==> config.mk <==
export PLATFORM = sky130hd
export DESIGN_NAME = lfsr_prn
export DESIGN_NICKNAME = d
export VERILOG_FILES = /design/src/rtl/lfsr_prn.sv
export SDC_FILE = /design/constraint.sdc
export NUM_CORES = 1
export LEC_CHECK = 0
export ABC_AREA = 1
export CAP_MARGIN = 20
export CORE_ASPECT_RATIO = 0.9
export CORE_UTILIZATION = 40
export DETAILED_ROUTE_END_ITERATION = 10
export GPL_TIMING_DRIVEN = 1
export MAX_ROUTING_LAYER = met4
export PLACE_DENSITY = 0.79
export SYNTH_ARGS = -nofsm -noshare
export SYNTH_HDL_FRONTEND = slang
export SYNTH_SLANG_ARGS = --single-unit
==> constraint.sdc <==
create_clock -name clk -period 1.1 [get_ports clk]
set_input_delay 0.33 -clock clk [delete_from_list [all_inputs] [get_ports clk]]
set_output_delay 0.33 -clock clk [all_outputs]
set_load 0.05 [all_outputs]
==> src/rtl/lfsr_prn.sv <==
// Purpose: two independent maximal-length Fibonacci LFSRs, a 10-bit address and a 32-bit data generator.
// Latency: one cycle; an enable sampled high at a rising edge shows the advanced state after that edge.
// Backpressure: none; each enable only gates its own register, and a low enable holds the current state.
// Optional feature: define LFSR_LOCKUP_RECOVER_EN to build zero detectors that force a stuck register back to 1.
module lfsr_prn #(
  parameter logic [9:0]  ADDR_SEED = 10'h001,
  parameter logic [31:0] DATA_SEED = 32'h0000_0001
) (
  input  logic        clk,
  input  logic        rst,
  input  logic        en_addr,
  input  logic        en_data,
  output logic [9:0]  lfsr_addr,
  output logic [31:0] lfsr_data
);

  // Value loaded by the lock-up recovery path. It is the smallest nonzero state.
  localparam logic [9:0]  ADDR_ONE = 10'h001;
  localparam logic [31:0] DATA_ONE = 32'h0000_0001;

  logic [9:0]  addr_q;
  logic [9:0]  addr_nxt;
  logic [31:0] data_q;
  logic [31:0] data_nxt;
  logic        fb_a;
  logic        fb_d;

  // Feedback taps: x^10+x^7+1 on the address LFSR, x^32+x^22+x^2+x^1+1 on the data LFSR.
  always_comb begin
    fb_a = addr_q[9] ^ addr_q[6];
    fb_d = data_q[31] ^ data_q[21] ^ data_q[1] ^ data_q[0];
  end

  // Next-state selection for the address LFSR: shift left when enabled, otherwise hold.
  always_comb begin
    addr_nxt = addr_q;
    if (en_addr) begin
      addr_nxt = {addr_q[8:0], fb_a};
    end
`ifdef LFSR_LOCKUP_RECOVER_EN
    // A zero state can never leave on its own, so it overrides the enable.
    if (addr_q == 10'h000) begin
      addr_nxt = ADDR_ONE;
    end
`endif
  end

  // Next-state selection for the data LFSR: shift left when enabled, otherwise hold.
  always_comb begin
    data_nxt = data_q;
    if (en_data) begin
      data_nxt = {data_q[30:0], fb_d};
    end
`ifdef LFSR_LOCKUP_RECOVER_EN
    // A zero state can never leave on its own, so it overrides the enable.
    if (data_q == 32'h0000_0000) begin
      data_nxt = DATA_ONE;
    end
`endif
  end

  // Address state register; reset loads the seed without waiting for a clock.
  always_ff @(posedge clk or negedge rst) begin
    if (!rst) begin
      addr_q <= ADDR_SEED;
    end else begin
      addr_q <= addr_nxt;
    end
  end

  // Data state register; reset loads the seed without waiting for a clock.
  always_ff @(posedge clk or negedge rst) begin
    if (!rst) begin
      data_q <= DATA_SEED;
    end else begin
      data_q <= data_nxt;
    end
  end

  // Outputs are the raw register contents.
  always_comb begin
    lfsr_addr = addr_q;
    lfsr_data = data_q;
  end

endmodule

==> results of run 1 <==
==> metal layers <==
metal | GRT usage (%) | up-vias
met2 | 27.8 | 34
met1 | 20.8 | 617
met5 | - | -
li1 | - | 673
met4 | 8.25 | 0
met3 | 5.81 | 7
==> synth_stat cells <==
master   count  area, um2
a21oi_1     14       70.1
a21oi_2      1       8.76
buf_2        1       5.00
buf_4        2       15.0
buf_6        6       67.6
dfrtp_1     40       1000
dfstp_2      2       52.6
inv_1       21       78.8
inv_2        1       3.75
nand2_1     34        128
nand3_1      2       10.0
nand4_1      1       6.26
nor2_1      15       56.3
o21ai_0     19       95.1
o21ai_1      3       15.0
o21ai_2      3       26.3
xnor2_1      1       8.76
==> power by group <==
part | switching [mW] | internal [mW] | leakage [nW]
registers | 0.344 | 1.87 | 0.496
clock network | 0.492 | 0.633 | 0.0575
logic | 1.61 | 1.53 | 0.829
total | 2.45 | 4.04 | 1.38
==> logic make-up (layout without fill, tap and decap cells) <==
group / after synthesis / count (layout) / share of synthesized area [%]
and+or+nand+nor: 52 / 52 / 12.1
DFF: 42 / 42 / 63.9
AOI/OAI and AO/OA: 40 / 40 / 13.1
buffers and inverters: 31 / 107 / 10.3
xor gates and xnor gates: 1 / 1 / 0.532
==> layout make-up <==
type / instances / area share, %
inverter: 22 / 2.94
multi-input combinational: 93 / 15.0
timing repair buffer: 77 / 39.6
clock buffer: 8 / 3.81
tap: 46 / 1.99
sequential: 42 / 36.7
==> timing repair <==
item / 4_1_cts / 5_1_grt
setup endpoints to repair: 42 / 43
setup buffers: 21 / 5
endpoints found under the hold margin: 18 / 0
resized for setup: 2 / 8
hold buffers: 1 / 0
==> registers in the layout, summed over array words and instances (netlist names) <==
name       count
lfsr_data     32
lfsr_addr     10
==> how the worst min path moves through the flow <==
stage	from	to	slack (ns)
floorplan	rst	lfsr_addr[1]	0.03
global placement	rst	lfsr_data[25]	0.31
detailed placement	rst	lfsr_data[25]	0.32
CTS	en_data	lfsr_data[4]	0.45
global route	en_data	lfsr_data[4]	0.49
finish	en_data	lfsr_data[4]	0.46
==> results.json, run 1 <==
{
  "clk_pin_slew_ns": 0.07,
  "worstPathCellList": "buf_12",
  "die_area_um2": 4380,
  "ys_seq_area_share_pct": 63.9,
  "synth_seq_cells": 42,
  "final_common_cell": "buf_12",
  "layout_worst_path_cycle_share_pct": 121,
  "endpoint_kind": "output pin",
  "portBuffers": 45,
  "routed_wl_um": 3470,
  "min_path_cells": 3,
  "clockBufferDepth": 2,
  "antenna_cells": 0,
  "arrival_ns": 1.00,
  "drt-wirelength-per-cell_um": 12.0,
  "total_power_mw": 6.49,
  "final_util_pct": 75.4,
  "grt_pass1_wl_um": 5780,
  "crit_type": "reg2out",
  "setup_tns_ns": -4.37,
  "p_leak_nw": 1.38,
  "drv_cap": 0,
  "hold_violations": 0,
  "fillers": 228,
  "rr_startpoint": "lfsr_data[21]",
  "clock_latency_ns": 0.29,
  "min_path_type": "in2reg",
  "met2WireLength_um": 1690,
  "die_h_um": 62.9,
  "slew_viol_final": 0,
  "relSlewSlack_pct": 84.9,
  "worst_slew_pin_slew_ns": 0.226,
  "drc_errors": 0,
  "first_pass_iters": 4,
  "syn_inst": 166,
  "seqCellArea_um2": 1060,
  "start_util_pct": 43.0,
  "fin_crit_ns": 1.33,
  "htreeDepth": 2,
  "cp.required_ns": 0.77,
  "reg2reg_slack_ns": 0.05,
  "core_um2": 3840,
  "place_inst": 253,
  "cts_buffers": 5,
  "vias_per_cell": 4.62,
  "final.setup.worst_slack_ns": -0.234,
  "place_congestion": 0.704,
  "path_buf_inv": 1,
  "grt_pass1_vias": 1300,
  "gr-total-overflow": 0,
  "violations": "negative setup slack",
  "rsz0062_at_grt": "true",
  "setup_viol": 42,
  "rows": 21,
  "design_area_um2": 2890,
  "synth_cell_type_count": 17,
  "place_hpwl_um": 2290,
  "drt_iter0_markers": 60,
  "top_layer": "met4",
  "fin_skew_ns": 0.00295,
  "clock_sinks": 42,
  "die_w_um": 69.7,
  "path_delay_family": "flip-flops",
  "hold_ws_ns": 0.456,
  "multi_input_area_um2": 434,
  "syn2layout_area_growth_pct": 75.5,
  "fin_nets": 245,
  "cts_tree": "built",
  "stdcell_count": 288,
  "slowest_delay_ns": 0.57,
  "met1_length_um": 1500,
  "cp-endpoint": "lfsr_addr[0]",
  "setup.worst_path.start": "lfsr_addr[0]",
  "antenna_found_initial": 0,
  "place_area_um2": 2560,
  "crit_path_start_kind": "flop",
  "io_pins": 46,
  "cts_root_buf": "clkbuf_8",
  "wl_met3_um": 213,
  "cp.depth": 1,
  "grt_max_degree": 43,
  "layout_common_cells": "buf_12, dfrtp_1, nand2_1",
  "place_worst_setup_slack_ns": -0.161,
  "crit_path_top_delay_cell": "dfstp_2",
  "syn-num-nets": 170,
  "cp_max_fo": 3,
  "vias": 1331,
  "yosys_warnings": 0,
  "reg2reg_depth": 8,
  "ir_worst_vdd_v": 0.00125,
  "outcome": "finished, violations left",
  "clock.fmax_ghz": 0.750,
  "final_layout_size_suffix_gt1_share_pct": 41.3,
  "syn_area_um2": 1650,
  "ant_nets": 0,
  "grtUsageTotal_pct": 17.7,
  "rr_endpoint": "lfsr_data[0]",
  "powerDensity_nw_per_um2": 2240,
  "syn_avg_cell_area_um2": 9.93
}
(Power assumes the default switching activity.)
==> run 2, diff against run 1 <==
--- a/config.mk
+++ b/config.mk
@@ -7,12 +7,12 @@
 export LEC_CHECK = 0
 export ABC_AREA = 1
 export CAP_MARGIN = 20
-export CORE_ASPECT_RATIO = 0.9
 export CORE_UTILIZATION = 40
 export DETAILED_ROUTE_END_ITERATION = 10
+export DONT_BUFFER_PORTS = 1
 export GPL_TIMING_DRIVEN = 1
 export MAX_ROUTING_LAYER = met4
-export PLACE_DENSITY = 0.79
+export PLACE_DENSITY = 0.64
 export SYNTH_ARGS = -nofsm -noshare
 export SYNTH_HDL_FRONTEND = slang
 export SYNTH_SLANG_ARGS = --single-unit
==> results.json, run 2 (synthesis results as in run 1) <==
{
  "vias": 1079,
  "cts_tree": "built",
  "p_switching_mw": 2.09,
  "cp.required_ns": 0.77,
  "clockBufferDepth": 2,
  "start_util_pct": 43.4,
  "final_layout_size_suffix_gt1_share_pct": 35.4,
  "drt_iter0_markers": 75,
  "clock_latency_ns": 0.28,
  "design_area_um2": 1880,
  "final_common_cell": "dfrtp_2",
  "vias_per_cell": 4.84,
  "hold_ws_ns": -0.268,
  "antenna_cells": 0,
  "syn2layout_area_growth_pct": 13.8,
  "stdcell_count": 223,
  "fillers": 357,
  "crit_path_start_kind": "flop",
  "die_area_um2": 4380,
  "sw_frac_of_total_pct": 43.6,
  "final.setup.worst_slack_ns": -0.237,
  "core_um2": 3800,
  "cts_buffers": 5,
  "hold_violations": 42,
  "grtUsageTotal_pct": 15.9,
  "combinationalPowerShare_pct": 15.2,
  "die_h_um": 66.2,
  "clock_power_share_pct": 19.3,
  "rr_endpoint": "lfsr_data[0]",
  "htreeDepth": 2,
  "place_hpwl_um": 2010,
  "fin_skew_ns": 0.00193,
  "slew_viol_final": 0,
  "place_congestion": 0.667,
  "cp_max_fo": 4,
  "arrival_ns": 1.01,
  "relSlewSlack_pct": 79.5,
  "largest_register_ffs": 32,
  "internal_power_mw": 2.70,
  "min_path_type": "in2async",
  "fin_crit_ns": 1.34,
  "gr-total-overflow": 0,
  "drv_cap": 0,
  "ir_worst_vdd_v": 0.00118,
  "worst_slew_pin_slew_ns": 0.308,
  "io_pins": 46,
  "ant_nets": 0,
  "layout_common_cells": "dfrtp_2, nand2_1, inv_1, o21ai_0, nor2_1",
  "violations": "negative hold slack, negative setup slack",
  "rr_startpoint": "lfsr_data[21]",
  "layout_worst_path_cycle_share_pct": 122,
  "endpoint_kind": "output pin",
  "grt_max_degree": 65,
  "setup_viol": 42,
  "crit_type": "reg2out",
  "clock_sinks": 42,
  "clock.fmax_ghz": 0.748,
  "cts_root_buf": "clkbuf_8",
  "grt_pass1_vias": 1119,
  "rows": 22,
  "outcome": "finished, violations left",
  "first_pass_iters": 4,
  "reg2reg_slack_ns": 0.08,
  "powerDensity_nw_per_um2": 2550,
  "clk_pin_slew_ns": 0.07,
  "drt-wirelength-per-cell_um": 13.2,
  "rsz0062_at_grt": "true",
  "reg2reg_depth": 8,
  "grt_pass1_wl_um": 4950,
  "place_area_um2": 1700,
  "portBuffers": 0,
  "routed_wl_um": 2950,
  "p_leak_nw": 0.827,
  "die_w_um": 66.2,
  "antenna_found_initial": 0,
  "place_inst": 210,
  "fin_nets": 178,
  "drc_errors": 0,
  "seq_power_share_pct": 65.5
}
## run 2: cell count changes in the layout (fill, tap and decap cells not counted), sizes merged
| cell | delta |
|---|---|
| buf | -65 |
| clkdlybuf4s50 | -1 |
| dlygate4sd3 | -1 |
## run 2: cell type report
| class | count | area [um2] | share of cell area, % |
|---|---|---|---|
| well taps | 48 | 60.1 | 3.20 |
| inverters | 22 | 85.1 | 4.54 |
| clock buffers | 8 | 80.1 | 4.27 |
| repair buffers | 10 | 120 | 6.40 |
| flip-flops and latches | 42 | 1100 | 58.8 |
| multi-input cells | 93 | 427 | 22.7 |
## run 2: stage by stage
| step | hold slack (ns) | setup slack, ns | TNS, ns | power [mW] | util (%) |
|---|---|---|---|---|---|
| 6_report | -0.268 | -0.237 | -2.54 | 4.78 | 49.4 |
| 5_1_grt | -0.297 | -0.268 | -3.96 | 5.03 | 49.4 |
| 4_1_cts | -0.284 | -0.251 | -3.21 | 4.83 | 49.1 |
| 3_5_place_dp | 0.0353 | 0.0610 | 0 | 3.76 | 44.7 |
| 3_3_place_gp | 0.0356 | 0.0827 | 0 | 3.71 | 44.7 |
| 2_1_floorplan | 0.0344 | 0.0317 | 0 | 3.53 | - |
## run 2: worst max path at each step
stage | from | endpoint | slack (ns) | cells after the start
floorplan | lfsr_data[1] | lfsr_data[0] | 0.03 | 5
global route | lfsr_data[0] | lfsr_data[0] | -0.27 | 0
detailed placement | lfsr_data[19] | lfsr_data[19] | 0.06 | 2
finish | lfsr_data[0] | lfsr_data[0] | -0.24 | 0
global placement | lfsr_data[0] | lfsr_data[0] | 0.08 | 0
CTS | lfsr_data[0] | lfsr_data[0] | -0.25 | 0
## run 2: layer usage
metal	track usage [%]	up-vias	routed length (um)
met5	-	-	0
met4	6.38	0	33
met3	6.72	4	206
li1	-	535	-
met1	15.6	510	1150
met2	27.6	30	1560
## run 2: power groups by stage
stage | logic, mW | registers, mW | clock network, mW
final | 0.727 | 3.13 | 0.923
after global routing | 0.818 | 3.18 | 1.03
after CTS | 0.727 | 3.12 | 0.975
after detailed placement | 0.656 | 3.11 | 0
after global placement | 0.625 | 3.09 | 0
after floorplan | 0.387 | 3.14 | 0
## run 2: repair_timing
item	4_1_cts	5_1_grt
hold endpoints to repair	42	42
setup buffers	5	0
endpoints found under the setup margin	42	43
gates resized for setup	37	5
pin swaps	0	1
